File: config.mk
export PLATFORM = sky130hd
export DESIGN_NAME = pipe_trace_buffer
export DESIGN_NICKNAME = d
export VERILOG_FILES = /design/src/rtl/pipe_trace_buffer.sv
export SDC_FILE = /design/constraint.sdc
export NUM_CORES = 2
export LEC_CHECK = 0
export CAP_MARGIN = 15
export CORE_UTILIZATION = 57
export CTS_BUF_LIST = sky130_fd_sc_hd__clkbuf_8
export CTS_CLUSTER_SIZE = 10
export DETAILED_ROUTE_END_ITERATION = 8
export MAX_ROUTING_LAYER = met4
export PLACE_DENSITY = 0.81
export SLEW_MARGIN = 15
export SYNTH_ARGS = -nofsm -noshare
export SYNTH_HDL_FRONTEND = slang
export SYNTH_SLANG_ARGS = --single-unit
File: constraint.sdc
create_clock -name clk -period 23.9 [get_ports clk]
set_clock_uncertainty 0.2 [all_clocks]
set_input_delay 4.78 -clock clk [delete_from_list [all_inputs] [get_ports clk]]
set_output_delay 4.78 -clock clk [all_outputs]
set_load 0.02 [all_outputs]
File: src/rtl/pipe_trace_buffer.sv
// pipe_trace_buffer: trace FIFO and event counters for the 5-stage RISC-V pipeline.
// Captures {stamp, flags, pc, instr} per retiring instruction, keeps saturating event
// counters, and has a PC-match trigger that freezes capture after post_cnt further records.
// Ports:
//   clk, reset                  clock, synchronous active-high reset
//   wb_valid/wb_pc/wb_instr     retiring instruction from WB
//   stall/flush/forwardA/B      hazard-unit debug signals
//   mem_write                   store in MEM this cycle
//   ring_mode                   1 = overwrite oldest when full, 0 = drop newest
//   trig_en/trig_pc/post_cnt    trigger setup; rearm returns FROZEN -> RUN
//   clr_cnt                     zero the event counters
//   rd_en/rd_valid/rd_data      show-ahead FIFO read port
//   count/lost                  occupancy and dropped-record count
//   cnt_sel/cnt_val             event counter readout
//   frozen                      trigger FSM is in FROZEN
module pipe_trace_buffer #(
   parameter int unsigned XLEN    = 32,
   parameter int unsigned DEPTH   = 16,
   parameter int unsigned STAMP_W = 16,
   parameter int unsigned CNT_W   = 32
) (
   input  logic                          clk,
   input  logic                          reset,
   input  logic                          wb_valid,
   input  logic [XLEN-1:0]               wb_pc,
   input  logic [XLEN-1:0]               wb_instr,
   input  logic                          stall,
   input  logic                          flush,
   input  logic [1:0]                    forwardA,
   input  logic [1:0]                    forwardB,
   input  logic                          mem_write,
   input  logic                          ring_mode,
   input  logic                          trig_en,
   input  logic [XLEN-1:0]               trig_pc,
   input  logic [$clog2(DEPTH):0]        post_cnt,
   input  logic                          rearm,
   input  logic                          clr_cnt,
   input  logic                          rd_en,
   output logic                          rd_valid,
   output logic [STAMP_W+5+2*XLEN-1:0]   rd_data,
   output logic [$clog2(DEPTH):0]        count,
   output logic [CNT_W-1:0]              lost,
   input  logic [2:0]                    cnt_sel,
   output logic [CNT_W-1:0]              cnt_val,
   output logic                          frozen
);

   localparam int unsigned AW = $clog2(DEPTH);
   localparam int unsigned CW = AW + 1;
   localparam int unsigned RW = STAMP_W + 5 + 2 * XLEN;
   localparam int unsigned NC = 6;

   typedef enum logic [1:0] {StRun, StPost, StFrozen} state_e;

   state_e              state_q, state_d;
   logic [CW-1:0]       remain_q, remain_d;
   logic [STAMP_W-1:0]  stamp_q;
   logic [AW-1:0]       wr_ptr_q, rd_ptr_q;
   logic [CW-1:0]       count_q;
   logic [CNT_W-1:0]    lost_q;
   logic [CNT_W-1:0]    cnt_q [NC];
   logic [RW-1:0]       mem_q [DEPTH];

   logic          capture, pop, full, wr_en, rd_adv;
   logic [NC-1:0] ev;
   logic [4:0]    flags;

   assign flags   = {stall, flush, |forwardA, |forwardB, mem_write};
   assign capture = wb_valid && (state_q != StFrozen);
   assign full    = (count_q == CW'(DEPTH));
   assign pop     = rd_en && (count_q != '0);
   // When full without a pop, only ring mode makes room by retiring the head.
   assign wr_en   = capture && (!full || pop || ring_mode);
   assign rd_adv  = pop || (capture && full && ring_mode);

   // Event conditions in cnt_sel order: cycles, retires, stalls, flushes, forwards, stores.
   assign ev = {mem_write, (|forwardA) || (|forwardB), flush, stall, wb_valid, 1'b1};

   always_ff @(posedge clk) begin
      if (wr_en) begin
         mem_q[wr_ptr_q] <= {stamp_q, flags, wb_pc, wb_instr};
      end
   end

   always_ff @(posedge clk) begin
      if (reset) begin
         stamp_q  <= '0;
         wr_ptr_q <= '0;
         rd_ptr_q <= '0;
         count_q  <= '0;
         lost_q   <= '0;
      end else begin
         stamp_q <= stamp_q + 1'b1;
         if (wr_en) begin
            wr_ptr_q <= wr_ptr_q + 1'b1;
         end
         if (rd_adv) begin
            rd_ptr_q <= rd_ptr_q + 1'b1;
         end
         if (wr_en && !rd_adv) begin
            count_q <= count_q + 1'b1;
         end else if (!wr_en && rd_adv) begin
            count_q <= count_q - 1'b1;
         end
         if (capture && full && !pop && (lost_q != '1)) begin
            lost_q <= lost_q + 1'b1;
         end
      end
   end

   always_ff @(posedge clk) begin
      for (int i = 0; i < NC; i++) begin
         if (reset || clr_cnt) begin
            cnt_q[i] <= '0;
         end else if (ev[i] && (cnt_q[i] != '1)) begin
            cnt_q[i] <= cnt_q[i] + 1'b1;
         end
      end
   end

   always_ff @(posedge clk) begin
      if (reset) begin
         state_q  <= StRun;
         remain_q <= '0;
      end else begin
         state_q  <= state_d;
         remain_q <= remain_d;
      end
   end

   always_comb begin
      state_d  = state_q;
      remain_d = remain_q;
      unique case (state_q)
         StRun: begin
            if (capture && trig_en && (wb_pc == trig_pc)) begin
               if (post_cnt == '0) begin
                  state_d = StFrozen;
               end else begin
                  state_d  = StPost;
                  remain_d = post_cnt;
               end
            end
         end
         StPost: begin
            // Dropped records also count: capture is independent of FIFO space.
            if (capture) begin
               remain_d = remain_q - 1'b1;
               if (remain_q == CW'(1)) begin
                  state_d = StFrozen;
               end
            end
         end
         StFrozen: begin
            if (rearm) begin
               state_d = StRun;
            end
         end
         default: state_d = StRun;
      endcase
   end

   always_comb begin
      cnt_val = '0;
      if (cnt_sel < 3'(NC)) begin
         cnt_val = cnt_q[cnt_sel];
      end
   end

   assign rd_valid = (count_q != '0);
   assign rd_data  = mem_q[rd_ptr_q];
   assign count    = count_q;
   assign lost     = lost_q;
   assign frozen   = (state_q == StFrozen);

endmodule
**Yosys cells after proc, flatten, opt, wreduce, memory -nomap -nowiden**

Memories as Yosys holds them, arrays and structs flattened. A register that Yosys moved wholly into a read port is not among the register bits.
Index checks and enable logic that the tools add are counted.
W data, S select, Z words.

- Input port bits: 119
- Bits in registers: 68
- Memory bits (writable): 1552
- Memories: 2
- Word-level logic and storage cells: 124

- Add/subtract/negate cells: 13
- Muxes and demuxes: 43
- Bitwise gates (word level): 6
- Reductions and logical operators: 34
- $lt $le $gt $ge: 1
- Eq/ne operators: 18

Memories:

| name | words | width | rd ports | clocked after Yosys merged registers in | write ports | RTL line | RTL |
|---|---|---|---|---|---|---|---|
| mem_q | 16 | 85 | 1 | 1 | 1 | 62 | `logic [RW-1:0] mem_q [DEPTH];` |
| cnt_q | 6 | 32 | 7 | 0 | 6 | 61 | `logic [CNT_W-1:0] cnt_q [NC];` |

Operators with widths:

| operator | number |
|---|---|
| $add A32 B1 Y32 const B | 7 |
| $mux W32 | 7 |
| $ne A32 B32 Y1 const B | 7 |
| $eq A32 B32 Y1 | 1 |
| $mux W5 | 5 |
| $mux W1 | 22 |
| $add A16 B1 Y16 const B | 1 |
| $logic_and A1 B1 Y1 | 16 |
| $ne A2 B2 Y1 const B | 6 |
| $mux W2 | 5 |
| $pmux W5 S2 | 1 |
| $sub A5 B1 Y5 const B | 2 |
| $add A4 B1 Y4 const B | 2 |
| $mux W4 | 2 |
| $reduce_and A4 Y1 | 2 |
| $or A1 B1 Y1 | 6 |
| $pmux W2 S3 | 1 |
| $add A5 B1 Y5 const B | 1 |
| $eq A5 B1 Y1 const B | 1 |
| $eq A5 B5 Y1 const B | 1 |
| $logic_not A5 Y1 | 1 |
| $logic_or A1 B1 Y1 | 5 |
| $reduce_bool A5 Y1 | 1 |
| $logic_not A1 Y1 | 4 |
| 6 further kinds | 8 |

**Longest topological paths before layout**

- Word-level depth: 9
- Depth in mapped cells: 14

**Worst setup path before layout**

No wires, ideal clock.

- Path kind: input -> register
- Start: input port wb_valid
- End: memory mem_q[3][0] (netlist bit), enable pin
- Arrival: 11536 ps
- Stages: 5
- Required time: 23068 ps
- Path buffers: 1
- Path slack: 11532 ps
- Cells stage by stage: clkbuf_1 -> nand2_1 -> a31oi_1 -> nand2_1 -> nor3_1

- Word-level cells in the longest chain between the ends: 4

Ends and longest elaborated chain:

| element | RTL line | RTL |
|---|---|---|
| from (decl) | 24 | `input logic wb_valid,` |
| $logic_and A1 B1 Y1 | 69 | `assign capture = wb_valid && (state_q != StFrozen);` |
| $logic_and A1 B1 Y1 | 73 | `assign wr_en = capture && (!full \|\| pop \|\| ring_mode);` |
| via wr_en | 64 | `logic capture, pop, full, wr_en, rd_adv;` |
| $mux W1 | 80 | `if (wr_en) begin` |
| $mux W1 (implied by the code) | 81 | `mem_q[wr_ptr_q] <= {stamp_q, flags, wb_pc, wb_instr};` |
| to (decl) | 62 |  |

The timed path passes the listed nets, and every way through them passes these cells.

==> out/qor.yml <==
fin_nets: 4042
critPathArrivalTime_ns: 7.07
vias: 35120
status: "complete, no violations"
place.gp.congestion: 0.958
path_max_fanout: 52
antenna_found_initial: 11
critical_path.top_delay_family: "buffers and inverters"
syn_area_per_cell_um2: 19.2
layout-drive-gt1-share_pct: 21.9
max_stage_delay_ns: 0.93
dp_hpwl_um: 90200
grt_pass1_wl_um: 229000
hold_slack_ns: 0.306
start_kind: "register"
syn-instance-count: 3456
syn_nets: 3595
cp_cell_sequence: "buf_4, buf_4, buf_4, buf_4, mux4_2, mux4_2, clkdlybuf4s50_1"
route.detailed.vias_per_inst: 6.27
setup_violations: 0
initial_core_util_pct: 57.8
cts_tree: "built"
rows: 124
fmax_mhz: 83.0
peakVddDrop_uv: 57.8
ys_seq_elements: 1624
slew_headroom_pct: 24.7
synthSimpleGateAreaFrac_pct: 5.48
ioPinCount: 275
cts-resized-gates: 0
async_reset_ff_share_pct: 0
period_minus_slack_ns: 12.05
layout_common_cells: "edfxtp_1 (1,552), mux4_2 (457), nor2_1 (296), clkbuf_8 (285), clkdlybuf4s50_1 (272)"
rsz0062_at_grt: "no"
final_common_cell: "edfxtp_1"
netlist_area_um2: 66300
htree_levels: 5
die_area_um2: 118000
synth_top_family_by_area: "multiplexers"
fin_cells: 5601
drv_cap: 0
path_buf_inv: 5
yosysSeqAreaShare_pct: 72.4
cp_data_required_time_ns: 18.92
ant_nets: 0
grt_max_degree: 152
clockBufferDepth: 4
drc_errors: 0
cts_setup_buffers: 0
synth_compound_area_share_pct: 0.920
crit_slowest_cell: "buf_4"
synthMuxAreaShare_pct: 16.1
die_width_um: 343
placedCellCount: 5137
layout_worst_path_cycle_share_pct: 50.4
hp-class: "reg -> reg"
first_pass_iters: 5
path_class: "reg -> out"
yosys.area_share.xor_xnor_pct: 3.23
track_usage_pct: 27.9
wire_per_inst_um: 28.1
endpoint_kind: "output pin"
grt_remaining_overflow: 0
ys_warn_count: 0
ctsHoldBuffers: 0
cts_made_buffers: 275
multiInputGateArea_um2: 17500
slew_viol_final: 0
worstMarginPinSlew_ns: 1.13
pre_cts_ws_ns: 11.89
ys_types: 60
cts.sinks: 1624
core_um2: 115000
register_area_um2: 48100
p_per_area_nw_per_um2: 88.5
fin_setup_tns_ns: 0
grt_pass1_vias: 35253
layout_setup_ws_ns: 11.85
synth_fa_ha_area_share_pct: 0.389
ys.flop_type: "edfxtp_1"
drtIter0Drc: 4155
cts_root_buf: "clkbuf_8"
p_leak_uw: 0.0240
clock_latency_ns: 0.92
cpMostUsedCell: "buf_4"
fp.dieH_um: 343
wl_um: 157000
n_fill_cell: 7289
io_buffers: 274
area_growth_pct: 14.1
hold_viol_final: 0
path_clk_slew_ns: 0.06
synth-edff-count: 1552
## layout make-up
| cell class | count | share of cell area (%) |
|---|---|---|
| Antenna cell | 17 | 0.0562 |
| Clock buffer | 285 | 5.18 |
| Clock inverter | 161 | 1.14 |
| Inverter | 59 | 0.293 |
| Multi-Input combinational cell | 1611 | 23.1 |
| Sequential cell | 1624 | 63.5 |
| Tap cell | 1512 | 2.50 |
| Timing Repair Buffer | 332 | 4.23 |
## per-layer routing
layer	track usage [%]	share of wire, %	wire, µm	up-vias
li1	-	-	-	14831
met1	37.3	38	60100	18111
met2	43.3	49	77600	1892
met3	5.85	9.9	15500	286
met4	9.11	2.7	4210	0
met5	-	0	0	-
## final timing paths
| check | cells after the start | startpoint | slack (ns) | to |
|---|---|---|---|---|
| worst max-delay path | 7 | register | 11.85 | rd_data[9] |
| worst min-delay path | 2 | lost[5] | 0.31 | lost[5] |
| worst max register to register | 8 | state_q[0] | 19.62 | mem_q[7][37] |
| worst min register to register | 2 | lost[5] | 0.31 | lost[5] |
## power by group
group | internal (µW) | switching (µW) | total, µW
registers | 3170 | 69.5 | 3240
logic | 650 | 589 | 1240
clock network | 1170 | 1040 | 2220
## cell usage after synthesis, types with 4 or more instances
cell / n / area [µm²]
a21oi_1: 26 / 130
and2_1: 8 / 50.1
and3_1: 45 / 282
and4_1: 21 / 184
buf_1: 7 / 26.3
buf_2: 56 / 280
buf_4: 5 / 37.5
buf_6: 4 / 45.0
clkbuf_1: 90 / 338
dfxtp_1: 72 / 1440
edfxtp_1: 1552 / 46600
ha_1: 19 / 238
inv_1: 59 / 221
mux2i_1: 40 / 400
mux4_2: 457 / 10300
nand2_1: 117 / 439
nand2b_1: 20 / 125
nand3_1: 95 / 475
nand4_1: 48 / 300
nor2_1: 308 / 1160
nor2b_1: 11 / 68.8
nor3_1: 25 / 125
nor4_1: 8 / 50.1
o21ai_0: 22 / 110
o22ai_1: 32 / 200
or2_2: 8 / 50.1
or3_1: 14 / 87.6
xnor2_1: 82 / 718
xor2_1: 163 / 1430
## sequential cells by signal, indices dropped and copies added (netlist names), named ones only
| signal | count |
|---|---|
| stamp_q | 16 |
| cnt_q | 192 |
| mem_q | 1360 |
| remain_q | 5 |
| rd_ptr_q | 4 |
| state_q | 2 |
| wr_ptr_q | 4 |
| count | 5 |
| lost | 32 |
## worst min-delay path: cells and delay by family (launching register included)
kind               cells  cell delay [ns]
AOI/OAI and AO/OA      2             0.13
DFF                    1             0.33
## through the flow
| step | total power, µW | util, % | cell area, µm² |
|---|---|---|---|
| final | 6700 | 65.9 | 75700 |
| after global routing | 6940 | 65.9 | 75700 |
| after CTS | 6760 | 65.9 | 75600 |
| after detailed placement | 4550 | 61.7 | 70800 |
| after global placement | 4530 | 61.7 | 70800 |
| after floorplan | 4150 | - | 66300 |
## kinds of logic (layout without fill, tap and decap cells)
kind of cell,after synthesis,after routing
compound gates,101,101
flops,1624,1624
simple gates,748,748
fa+ha+maj,20,20
buf+inv,221,837
mux,497,497
other cells,0,17
xor+xnor,245,245
Power figures use the tool's default switching activity.
